File: src/rtl/arb_mux_reg_if.sv
// rtl/arb_mux_reg_if.sv - handshake bundle for the arbitrating register mux
// Ports carried:
//   in_data   N*WIDTH  channel c at [c*WIDTH +: WIDTH]
//   in_valid  N        per-channel request
//   in_ready  N        per-channel accept, one-hot or zero
//   force_sel SELW     forced channel (MODE 2 only)
//   out_data  WIDTH    registered data
//   out_ch    SELW     channel that supplied out_data
//   out_valid 1        output register holds data
//   out_ready 1        downstream accepts out_data
interface arb_mux_reg_if #(
    parameter int WIDTH = 16,
    parameter int N     = 8,
    parameter int SELW  = 3
);
    logic [N*WIDTH-1:0] in_data;
    logic [N-1:0]       in_valid;
    logic [N-1:0]       in_ready;
    logic [SELW-1:0]    force_sel;
    logic [WIDTH-1:0]   out_data;
    logic [SELW-1:0]    out_ch;
    logic               out_valid;
    logic               out_ready;

    // Mux side
    modport slave (
        input  in_data, in_valid, force_sel, out_ready,
        output in_ready, out_data, out_ch, out_valid
    );

    // Sources and sink side
    modport master (
        output in_data, in_valid, force_sel, out_ready,
        input  in_ready, out_data, out_ch, out_valid
    );
endinterface

File: src/rtl/arb_mux_reg.sv
// rtl/arb_mux_reg.sv - N-channel arbitrating mux with registered output stage
// Ports:
//   clk    rising-edge clock
//   reset  asynchronous active-high reset
//   bus    arb_mux_reg_if.slave (channel inputs, forced select, registered output)
// MODE: 0 round-robin, 1 fixed priority (lowest index), 2 forced via force_sel.
module arb_mux_reg #(
    parameter int WIDTH = 16,
    parameter int N     = 8,
    parameter int SELW  = 3,
    parameter int MODE  = 0
) (
    input  logic            clk,
    input  logic            reset,
    arb_mux_reg_if.slave    bus
);

    logic [WIDTH-1:0] out_data_q, out_data_d;
    logic [SELW-1:0]  out_ch_q,   out_ch_d;
    logic             out_valid_q, out_valid_d;
    logic [SELW-1:0]  ptr_q,      ptr_d;

    logic             le;
    logic [N-1:0]     elig;
    logic             any_elig;
    logic [SELW-1:0]  grant;
    logic             found;
    logic [N-1:0]     in_ready_d;
    int               idx;

    always_comb begin
        le       = !out_valid_q || bus.out_ready;
        elig     = '0;
        grant    = '0;
        found    = 1'b0;
        idx      = 0;

        // Forced mode only ever offers the selected channel; an out-of-range
        // force_sel matches no channel, so the output simply drains.
        if (MODE == 2) begin
            for (int c = 0; c < N; c++) begin
                if (bus.force_sel == SELW'(c)) elig[c] = bus.in_valid[c];
            end
        end else begin
            elig = bus.in_valid;
        end
        any_elig = |elig;

        if (MODE == 0) begin
            // Scan starting at ptr, wrapping at N rather than 2^SELW.
            for (int i = 0; i < N; i++) begin
                idx = int'(ptr_q) + i;
                if (idx >= N) idx = idx - N;
                if (!found && elig[idx]) begin
                    grant = SELW'(idx);
                    found = 1'b1;
                end
            end
        end else begin
            // Lowest set bit; in forced mode elig has at most the force_sel bit.
            for (int i = N - 1; i >= 0; i--) begin
                if (elig[i]) grant = SELW'(i);
            end
        end

        in_ready_d = '0;
        if (le && any_elig && !reset) in_ready_d[grant] = 1'b1;

        out_data_d  = out_data_q;
        out_ch_d    = out_ch_q;
        out_valid_d = out_valid_q;
        ptr_d       = ptr_q;
        if (le) begin
            if (any_elig) begin
                out_data_d  = bus.in_data[int'(grant)*WIDTH +: WIDTH];
                out_ch_d    = grant;
                out_valid_d = 1'b1;
                if (MODE == 0) begin
                    if (int'(grant) == N - 1) ptr_d = '0;
                    else                      ptr_d = grant + SELW'(1);
                end
            end else begin
                out_valid_d = 1'b0;
            end
        end
    end

    always_ff @(posedge clk or posedge reset) begin
        if (reset) begin
            out_data_q  <= '0;
            out_ch_q    <= '0;
            out_valid_q <= 1'b0;
            ptr_q       <= '0;
        end else begin
            out_data_q  <= out_data_d;
            out_ch_q    <= out_ch_d;
            out_valid_q <= out_valid_d;
            ptr_q       <= ptr_d;
        end
    end

    assign bus.in_ready  = in_ready_d;
    assign bus.out_data  = out_data_q;
    assign bus.out_ch    = out_ch_q;
    assign bus.out_valid = out_valid_q;

endmodule

File: src/flat_wrapper.sv
// flat-port wrapper written by rule: the top's interface ports become plain ports
module arb_mux_reg_flat 
#(
    parameter int WIDTH = 16,
    parameter int N     = 8,
    parameter int SELW  = 3,
    parameter int MODE  = 0
)
  (clk, reset, bus_in_data, bus_in_valid, bus_force_sel, bus_out_ready, bus_in_ready, bus_out_data, bus_out_ch, bus_out_valid);
  arb_mux_reg_if #(.WIDTH(WIDTH), .N(N), .SELW(SELW)) bus_i ();
  input  logic clk;
  input  logic reset;
  input wire logic [$bits(bus_i.in_data)-1:0] bus_in_data;
  input wire logic [$bits(bus_i.in_valid)-1:0] bus_in_valid;
  input wire logic [$bits(bus_i.force_sel)-1:0] bus_force_sel;
  input wire logic [$bits(bus_i.out_ready)-1:0] bus_out_ready;
  output wire logic [$bits(bus_i.in_ready)-1:0] bus_in_ready;
  output wire logic [$bits(bus_i.out_data)-1:0] bus_out_data;
  output wire logic [$bits(bus_i.out_ch)-1:0] bus_out_ch;
  output wire logic [$bits(bus_i.out_valid)-1:0] bus_out_valid;
  assign bus_i.in_data = bus_in_data;
  assign bus_i.in_valid = bus_in_valid;
  assign bus_i.force_sel = bus_force_sel;
  assign bus_i.out_ready = bus_out_ready;
  assign bus_in_ready = bus_i.in_ready;
  assign bus_out_data = bus_i.out_data;
  assign bus_out_ch = bus_i.out_ch;
  assign bus_out_valid = bus_i.out_valid;
  arb_mux_reg #(.WIDTH(WIDTH), .N(N), .SELW(SELW), .MODE(MODE)) u_core (.clk(clk), .reset(reset), .bus(bus_i));
endmodule
File: config.mk
export PLATFORM = sky130hd
export DESIGN_NAME = arb_mux_reg_flat
export DESIGN_NICKNAME = d
export VERILOG_FILES = /design/src/rtl/arb_mux_reg_if.sv /design/src/rtl/arb_mux_reg.sv /design/src/flat_wrapper.sv
export SDC_FILE = /design/constraint.sdc
export NUM_CORES = 1
export LEC_CHECK = 0
export BUFFER_PORTS_ARGS = -buffer_cell sky130_fd_sc_hd__buf_2
export CAP_MARGIN = 40
export CORE_MARGIN = 5
export CORE_UTILIZATION = 38
export CTS_CLUSTER_SIZE = 20
export DETAILED_ROUTE_END_ITERATION = 8
export PLACE_DENSITY = 0.72
export SYNTH_ARGS = -nofsm -noshare
export SYNTH_HDL_FRONTEND = slang
export SYNTH_SLANG_ARGS = --single-unit
File: constraint.sdc
create_clock -name clk -period 6.67 [get_ports clk]
set_input_delay 1.334 -clock clk [delete_from_list [all_inputs] [get_ports clk]]
set_output_delay 1.334 -clock clk [all_outputs]
set_load 0.01 [all_outputs]
==> impl_metrics.yaml <==
outcome:
  status: "finished clean"
cells_and_area:
  fin_nets: 802
  final_cell_mix: "168 x buf_2, 56 x mux2i_1, 55 x nor2_1"
  area_growth_pct: 24.14
  regArea_um2: 576.8
  multiInputGateArea_mm2: 0.003161
  layout-drive-gt1-share_pct: 35.31
  diodes: 0
  fillers: 1063
  layout_commonest_cell: "buf_2"
  postLayoutCoreUtil_pct: 48.08
drt:
  drc_errors: 0
  wl_um: 14830
  avgViaCountPerCell: 6.039
  num_vias: 4789
  drt-initial-drc-count: 352
  dr.pass1.iters: 5
  wl_per_cell_um: 18.70
  ant_nets: 0
critical_path:
  cp-end-kind: "primary output"
  cp_slowest_cell: "dfrtp_1"
  path_cells: "inv_1 > ha_1 > mux2_2 > mux4_2 > nor3b_2 > o21ai_1 > nor3_2 > or4_1 > nand2_8 > nor4_1 > buf_2"
  cp_max_fo: 18
  slowest_delay_ps: 690
  cp.required_ps: 5340
  criticalPathCategory: "reg2out"
  crit_buf_inv: 2
  arrival_ps: 4760
  worst_setup_path_start_kind: "flip-flop"
  cpLargestDelayFamily: "simple AND/OR/NAND/NOR gates"
timing:
  timing.fmax_mhz: 164.2
  tns_ps: 0
  setup_viol: 0
  slew_violations: 0
  period_minus_slack_ps: 6089
  worst_pin_slew_ps: 828.0
  relSlewSlack_pct: 44.80
  hold_violations: 0
  finalCritPeriodShare_pct: 91.29
  grt_setup_unrepaired: "false"
  skew_ps: 3.803
clock_tree:
  cts_resized: 0
  cts_setup_buffers: 0
  cts_tree: "built"
  cts_sinks: 23
  clkTransAtPathRegs_ps: 90
  clkLatencyLatePin_ps: 270
  cts_root_buffer: "clkbuf_8"
  htreeDepth: 1
  clk_path_buf_depth: 2
  cts_buffers: 3
  ctsHoldBuffers: 0
synthesis:
  synth_top_family_by_area: "multiplexers"
  yosysUniqueCellTypes: 59
  syn_inst: 514
  synthSimpleGateAreaFrac_pct: 24.33
  synth_nets: 658
  yosysWarningCount: 0
  syn_area_mm2: 0.003980
  synth_compound_area_share_pct: 24.65
  muxShareOfSynthArea_pct: 28.23
  postSynthAreaPerCell_um2: 7.743
  yosys.area.top_type: "dfrtp_1"
  ys_seq_elements: 23
  postSynth.asyncResetShare_pct: 100.0
  synth_top_area_share_pct: 14.46
  yosys-top-cells-area: "dfrtp_1 14%, mux2i_1 14%, mux4_2 6.2%"
  synth-edff-count: 0
  ys.flop_type: "dfrtp_1"
  seq_area_frac_synth_pct: 14.46
  synthAdderAreaFrac_pct: 0.6287
  synth_xor_area_share_pct: 1.320
global_route:
  grt_use_total_pct: 22.74
  grt_pass1_wl_um: 24070
  grt_max_degree: 56
  antenna_found_initial: 1
  grt-ovfl-total: 0
  grt_pass1_vias: 4868
place:
  routabilityCongestion: 0.9329
  io_buffers: 166
  hpwl_um: 11330
die:
  dieArea_mm2: 0.01262
  start_util_pct: 38.73
  io_pins: 170
  row_count: 37
  die_w_um: 112.3
  fp.coreArea_mm2: 0.01028
  die_h_um: 112.3
worst_hold_path:
  hp-class: "reg2reg"
pwr:
  power_density_mw_per_mm2: 743.8
  ir_worst_vdd_mv: 0.3055
  leakagePower_nw: 2.195
  total_power_w: 0.003675
job:
  cap_viol_max_count: 0
## synthesized netlist by cell type (4+ instances only)
| master | number |
|---|---|
| nand3_1 | 35 |
| mux4_2 | 11 |
| mux2_2 | 14 |
| mux2_1 | 14 |
| o32ai_1 | 14 |
| o221ai_1 | 8 |
| dfrtp_1 | 23 |
| mux2i_1 | 56 |
| o21ai_0 | 32 |
| a31oi_1 | 8 |
| nor4_1 | 8 |
| o211ai_1 | 18 |
| nand2b_1 | 6 |
| nor2_1 | 56 |
| o21ai_1 | 18 |
| clkbuf_1 | 24 |
| inv_1 | 4 |
| a221o_1 | 7 |
| nor3_1 | 34 |
| and2_1 | 4 |
| nand2_1 | 37 |
| a22oi_1 | 8 |
| buf_2 | 11 |
| buf_4 | 4 |
| a21oi_1 | 8 |
## logic make-up (layout without fill, tap and decap cells)
kind of cell / Yosys count / in the layout
XOR/XNOR: 6 / 6
flip-flops: 23 / 23
multiplexers: 95 / 95
AO/OA/AOI/OAI: 140 / 140
adder cells (fa/ha/maj): 2 / 2
AND/OR/NAND/NOR: 198 / 198
buffers and inverters: 50 / 193
## flip-flops by register name, summed over array words and instances (netlist names)
| register | count |
|---|---|
| u_core.ptr_q | 3 |
| u_core.bus.out_data | 16 |
| u_core.bus.out_valid | 1 |
| u_core.bus.out_ch | 3 |
## worst register-to-register path: cells and delay by family, from the launching register on
kind,cells,cell delay (ps)
flip-flops,1,690
adder cells (fa/ha/maj),1,630
buffers and inverters,2,570
AND/OR/NAND/NOR,3,1580
multiplexers,3,1340
AO/OA/AOI/OAI,3,600
## report_power, final
| group | internal (W) | switching [W] | leakage (nW) | total, W |
|---|---|---|---|---|
| Sequential | 0.000220 | 0.0000701 | 0.273 | 0.000290 |
| Clock | 0.0000419 | 0.0000498 | 0.0255 | 0.0000917 |
| Combinational | 0.00134 | 0.00196 | 1.90 | 0.00329 |
| Total | 0.00160 | 0.00208 | 2.19 | 0.00367 |
## final timing paths
kind | end | from | cells past startpoint | slack, ps
max reg2reg | u_core.bus.out_data[11]$_DFFE_PP0P_ | u_core.ptr_q[1]$_DFFE_PP0P_ | 12 | 1130
max in group asynchronous | u_core.ptr_q[0]$_DFFE_PP0P_ | reset | 3 | 5070
min | u_core.bus.out_ch[2]$_DFFE_PP0P_ | u_core.bus.out_ch[2]$_DFFE_PP0P_ | 2 | 480
min in group asynchronous | u_core.ptr_q[1]$_DFFE_PP0P_ | reset | 2 | 1120
max | bus_in_ready[1] | u_core.ptr_q[1]$_DFFE_PP0P_ | 11 | 580
min reg2reg | u_core.bus.out_ch[2]$_DFFE_PP0P_ | u_core.bus.out_ch[2]$_DFFE_PP0P_ | 2 | 480
## through the flow
stage / setup slack, ps / cells / instance area (µm²) / hold slack [ps]
floorplan: 1360 / 514 / 3980 / 515.2
global placement: 969.3 / 785 / 4862 / 456.0
detailed placement: 928.6 / 789 / 4895 / 465.0
CTS: 607.1 / 793 / 4941 / 485.8
global route: 205.2 / 793 / 4941 / 509.4
finish: 580.9 / 793 / 4941 / 482.0
## metal layers
layer  routed length, µm  part of all wire [%]  track usage [%]  vias to the layer above
met1                6025                    41            28.52                     2269
met4                 282                   1.9            6.250                        2
li1                    -                     -                -                     2253
met2                7288                    49            39.49                      243
met5                   7                 0.047                0                        -
met3                1225                   8.3            4.744                       22
## area by class of cell
class,instances,area share [%]
Timing Repair Buffer,184,19.60
Multi-Input combinational cell,441,63.97
Clock buffer,3,0.8357
Inverter,5,0.3798
Tap cell,136,3.444
Clock inverter,1,0.1013
Sequential cell,23,11.67
Note: power is estimated with default switching activity, not from simulation.
